$ cat config.mk
export PLATFORM = sky130hd
export DESIGN_NAME = upd_board_io
export DESIGN_NICKNAME = d
export VERILOG_FILES = /design/src/rtl/upd_board_io.sv
export SDC_FILE = /design/constraint.sdc
export NUM_CORES = 1
export LEC_CHECK = 0
export ABC_AREA = 1
export CAP_MARGIN = 20
export CORE_MARGIN = 1
export CORE_UTILIZATION = 47
export CTS_BUF_LIST = sky130_fd_sc_hd__clkbuf_2 sky130_fd_sc_hd__clkbuf_4 sky130_fd_sc_hd__clkbuf_8
export DETAILED_ROUTE_END_ITERATION = 10
export MAX_ROUTING_LAYER = met4
export PLACE_DENSITY = 0.92
export SETUP_SLACK_MARGIN = 0.2
export SLEW_MARGIN = 20
export SYNTH_ARGS = -nofsm -noshare
export SYNTH_HDL_FRONTEND = slang
export SYNTH_SLANG_ARGS = --single-unit
$ cat constraint.sdc
create_clock -name clk -period 3.3 [get_ports clk]
set_input_delay 0.495 -clock clk [delete_from_list [all_inputs] [get_ports clk]]
set_output_delay 0.495 -clock clk [all_outputs]
set_load 0.01 [all_outputs]
$ cat src/rtl/upd_board_io.sv
// Board-level I/O for the UPduino Xosera top: PLL-lock model with core reset
// sequencing, registered video/bus pins, DDR pixel-clock output and warm-boot latch.
module upd_board_io #(
  parameter int unsigned LOCK_CYCLES = 16,
  parameter int unsigned VIDEO_W     = 15
) (
  input  logic               clk,
  input  logic               reset_n_i,
  input  logic               pll_resetb_i,
  output logic               pll_lock_o,
  output logic               core_reset_o,
  input  logic [VIDEO_W-1:0] video_i,
  output logic [VIDEO_W-1:0] video_o,
  output logic               dv_clk_o,
  input  logic               bus_cs_n_i,
  input  logic               bus_rd_nwr_i,
  input  logic [7:0]         bus_data_core_i,
  output logic [7:0]         bus_data_o,
  output logic               bus_data_oe_o,
  input  logic               reconfig_i,
  input  logic [1:0]         boot_select_i,
  output logic               boot_o,
  output logic [1:0]         boot_sel_o
);

  localparam logic [7:0] LOCK_VAL = 8'(LOCK_CYCLES);

  typedef enum logic [1:0] {
    ST_RESET  = 2'd0,
    ST_COUNT  = 2'd1,
    ST_LOCKED = 2'd2
  } lock_state_e;

  lock_state_e state_q, state_d;
  logic [7:0]  cnt_q, cnt_d;
  logic        fall_q;

  always_ff @(posedge clk or negedge reset_n_i) begin
    if (!reset_n_i) begin
      state_q <= ST_RESET;
      cnt_q   <= 8'd0;
    end else begin
      state_q <= state_d;
      cnt_q   <= cnt_d;
    end
  end

  // PLL reset wins over everything, including the edge that would have locked.
  always_comb begin
    state_d = state_q;
    cnt_d   = cnt_q;
    if (!pll_resetb_i) begin
      state_d = ST_COUNT;
      cnt_d   = 8'd0;
    end else begin
      case (state_q)
        ST_RESET: begin
          state_d = ST_COUNT;
          cnt_d   = 8'd0;
        end
        ST_COUNT: begin
          if (cnt_q != LOCK_VAL) cnt_d = cnt_q + 8'd1;
          if (cnt_d == LOCK_VAL) state_d = ST_LOCKED;
        end
        ST_LOCKED: state_d = ST_LOCKED;
        default: begin
          state_d = ST_RESET;
          cnt_d   = 8'd0;
        end
      endcase
    end
  end

  assign pll_lock_o = (state_q == ST_LOCKED);

  always_ff @(posedge clk or negedge reset_n_i) begin
    if (!reset_n_i) begin
      core_reset_o <= 1'b1;
      video_o      <= '0;
      bus_data_o   <= 8'd0;
      boot_o       <= 1'b0;
      boot_sel_o   <= 2'd0;
    end else begin
      core_reset_o <= !pll_lock_o;
      video_o      <= video_i;
      bus_data_o   <= bus_data_core_i;
      if (reconfig_i && !core_reset_o && !boot_o) begin
        boot_o     <= 1'b1;
        boot_sel_o <= boot_select_i;
      end
    end
  end

  // DDR output: rising-edge data is constant 0, falling-edge data is 1 once out of reset.
  always_ff @(negedge clk or negedge reset_n_i) begin
    if (!reset_n_i) fall_q <= 1'b0;
    else            fall_q <= 1'b1;
  end

  assign dv_clk_o = clk ? 1'b0 : fall_q;

  assign bus_data_oe_o = !bus_cs_n_i && bus_rd_nwr_i;

endmodule

==> impl_metrics.toml, run 1 <==
[detailed_routing]
wirelength_met1_mm = 1.39
num_vias = 1213
drt-pass1-iter-count = 11
drtIter0Drc = 68
avgViaCountPerCell = 5.08
wl_met2_mm = 1.66
drt_wl_total_mm = 3.45
dr_wl_met3_um = 330
antenna_left = 0
route.detailed.drc = 9
top_layer_used = "met4"
avgRoutedWirePerCell_um = 14.4

[floorplanning]
fp.dieW_um = 57.8
design.portCount = 61
die_h_um = 57.8
die-area_um2 = 3340
core_um2 = 2850
initial_core_util_pct = 51.3
rows = 19

[power]
peakVddDrop_uv = 308
power_leakage_nw = 1.01
total_power_mw = 1.09
powerDensity_nw_per_um2 = 501

[placement]
numPortBuffers = 60
dp_hpwl_mm = 2.57
routabilityCongestion = 0.902

[outcome]
outcome = "complete, but fails checks"
violations = "design-rule violations"

[timing]
finalSetupViolCount = 0
skew_ps = 8.06
rsz0062_at_grt = "true"
setup_tns_ps = 0
finalMaxSlewViolations = 0
final_hold_viol_count = 0

[yosys]
yosysTopAreaCellShare_pct = 61.6
yosysTopAreaCell = "dfrtp_1"
yosysUniqueCellTypes = 20
yosysSeqAreaShare_pct = 65.1
avgSynthCellArea_um2 = 10.8
syn_nets = 172
netlist_instances = 136
syn_area_um2 = 1460
yosys_warnings = 0
synth_seq_cells = 38
synthTopCellsByArea = "dfrtp_1 (62%), nand2_1 (7.7%), inv_1 (4.4%)"

[worst_setup_path]
startpoint_type = "register"
cp_max_fo = 1
timing.rr.end = "state_q[0]"
r2r-start = "cnt_q[0]"
ff2ff_path_depth = 13
rrSetupSlack_ps = 1610
cp-end-kind = "output port"
crit_required_ps = 2800
crit_type = "reg2out"
cp.arrival_ps = 2760

[global_route]
antenna_found_initial = 0
grt-ovfl-total = 0
grt_max_degree = 38
track_usage_pct = 23.6
grt_pass1_wl_mm = 5.52
grt_pass1_vias = 1254

[cells_and_area]
layout-drive-gt1-share_pct = 13.9
area_growth_syn_to_layout_pct = 49.2
final_nets = 243
antennaDiodeCount = 0

[cts]
cts_tree = "yes"
ctsHoldBuffers = 0
cts_setup_buffers = 0
worstSkewPairLatency_ps = 460
clk_pin_slew_ps = 110

[hold_path]
min_from = "video_i[6]"
hold_depth = 1
min_to = "video_o[6]"
hp-class = "in2reg"

[run]
maxCapViolCount = 0
==> per-layer routing <==
| metal | vias to the layer above | global-route usage (%) |
|---|---|---|
| li1 | 565 | - |
| met2 | 76 | 36.0 |
| met3 | 8 | 8.93 |
| met5 | - | - |
| met1 | 564 | 25.8 |
| met4 | 0 | 15.3 |
==> final cells by class <==
class	count	area, um^2
Clock buffer	10	72.6
Clock inverter	2	10.0
Fill cell	174	671
Inverter	18	67.6
Multi-Input combinational cell	80	443
Sequential cell	38	952
Tap cell	31	38.8
Timing Repair Buffer	60	598
==> registers in the layout (all words and copies together), names as in the netlist <==
signal	count
state_q	2
boot_sel_o	2
boot_o	1
core_reset_o	1
video_o	15
cnt_q	8
bus_data_o	8
fall_q	1
==> Yosys cell counts <==
library cell / count
nand3_1: 11
nor2_4: 2
ha_1: 5
xor2_1: 1
dfstp_2: 1
nor2_1: 7
mux2_2: 2
nand2_1: 30
and2_2: 1
inv_2: 1
nor2_2: 4
nand3b_1: 1
nand2_2: 5
dfrtp_1: 36
o21ai_0: 3
dfrtn_1: 1
inv_1: 17
o22ai_1: 6
conb_1: 1
o21ai_1: 1
==> where the power goes <==
group / internal [mW] / leakage [nW] / switching (mW)
logic: 0.127 / 0.491 / 0.134
clock network: 0.135 / 0.0560 / 0.169
registers: 0.505 / 0.462 / 0.0239
total: 0.768 / 1.01 / 0.327
==> worst max-delay path, cell delays in order, from the launching register on <==
cell	delay [ps]
dfrtn_1	410
inv_1	50
nor2_1	70
buf_2	140
==> what timing repair did <==
item                                    in CTS  in global routing
endpoints found under the setup margin       2                  2
pin swaps                                    0                  0
gates resized for setup                      4                  0
==> logic make-up after synthesis <==
logic type,share of synthesized area [%]
fa+ha+maj,4.28
xor+xnor,0.599
simple gates,19.7
compound gates,3.93
mux,1.54
flops,65.1
buf+inv,4.62
other cells,0.256
==> stage by stage <==
step / cells / setup WS (ps) / instance area, um^2 / hold WS [ps] / util (%)
6_report: 239 / 45.1 / 2180 / 456 / 76.5
5_1_grt: 239 / -17.4 / 2180 / 434 / 76.5
4_1_cts: 239 / 31.1 / 2180 / 444 / 76.5
3_5_place_dp: 228 / 143 / 2110 / 483 / 73.9
3_3_place_gp: 228 / 168 / 2110 / 470 / 73.9
2_1_floorplan: 136 / 602 / 1460 / 199 / -
==> placed cells by master, fill, tap and decap left out, drive strengths merged <==
master	netlist	routed
clkdlybuf4s50	0	59
dfrtp	36	36
nand2	35	35
inv	18	18
nor2	13	13
nand3	11	11
clkbuf	0	9
o22ai	6	6
ha	5	5
o21ai	4	4
mux2	2	2
clkinv	0	2
buf	0	2
nand3b	1	1
xor2	1	1
and2	1	1
dfstp	1	1
dfrtn	1	1
conb	1	1
==> worst max-delay path by stage <==
| stage | start | endpoint | slack (ps) | cells after the start |
|---|---|---|---|---|
| after floorplan | fall_q | dv_clk_o | 600 | 2 |
| after global placement | fall_q | dv_clk_o | 170 | 3 |
| after detailed placement | fall_q | dv_clk_o | 140 | 3 |
| after CTS | fall_q | dv_clk_o | 30 | 3 |
| after global routing | fall_q | dv_clk_o | -20 | 3 |
| final | fall_q | dv_clk_o | 50 | 3 |
(Power assumes the default switching activity.)
==> run 2, diff against run 1 <==
--- a/config.mk
+++ b/config.mk
@@ -14,6 +14,7 @@
 export MAX_ROUTING_LAYER = met4
 export PLACE_DENSITY = 0.92
 export SETUP_SLACK_MARGIN = 0.2
+export SKIP_CTS_REPAIR_TIMING = 1
 export SLEW_MARGIN = 20
 export SYNTH_ARGS = -nofsm -noshare
 export SYNTH_HDL_FRONTEND = slang
==> results of run 2 <==
Same layout as run 1: the final DEF is identical, and so are final timing and power.
==> run 3, diff against run 2 <==
--- a/config.mk
+++ b/config.mk
@@ -15,7 +15,6 @@
 export PLACE_DENSITY = 0.92
 export SETUP_SLACK_MARGIN = 0.2
 export SKIP_CTS_REPAIR_TIMING = 1
-export SLEW_MARGIN = 20
 export SYNTH_ARGS = -nofsm -noshare
 export SYNTH_HDL_FRONTEND = slang
 export SYNTH_SLANG_ARGS = --single-unit
==> results of run 3 <==
Same layout as run 1: the final DEF is identical, and so are final timing and power.
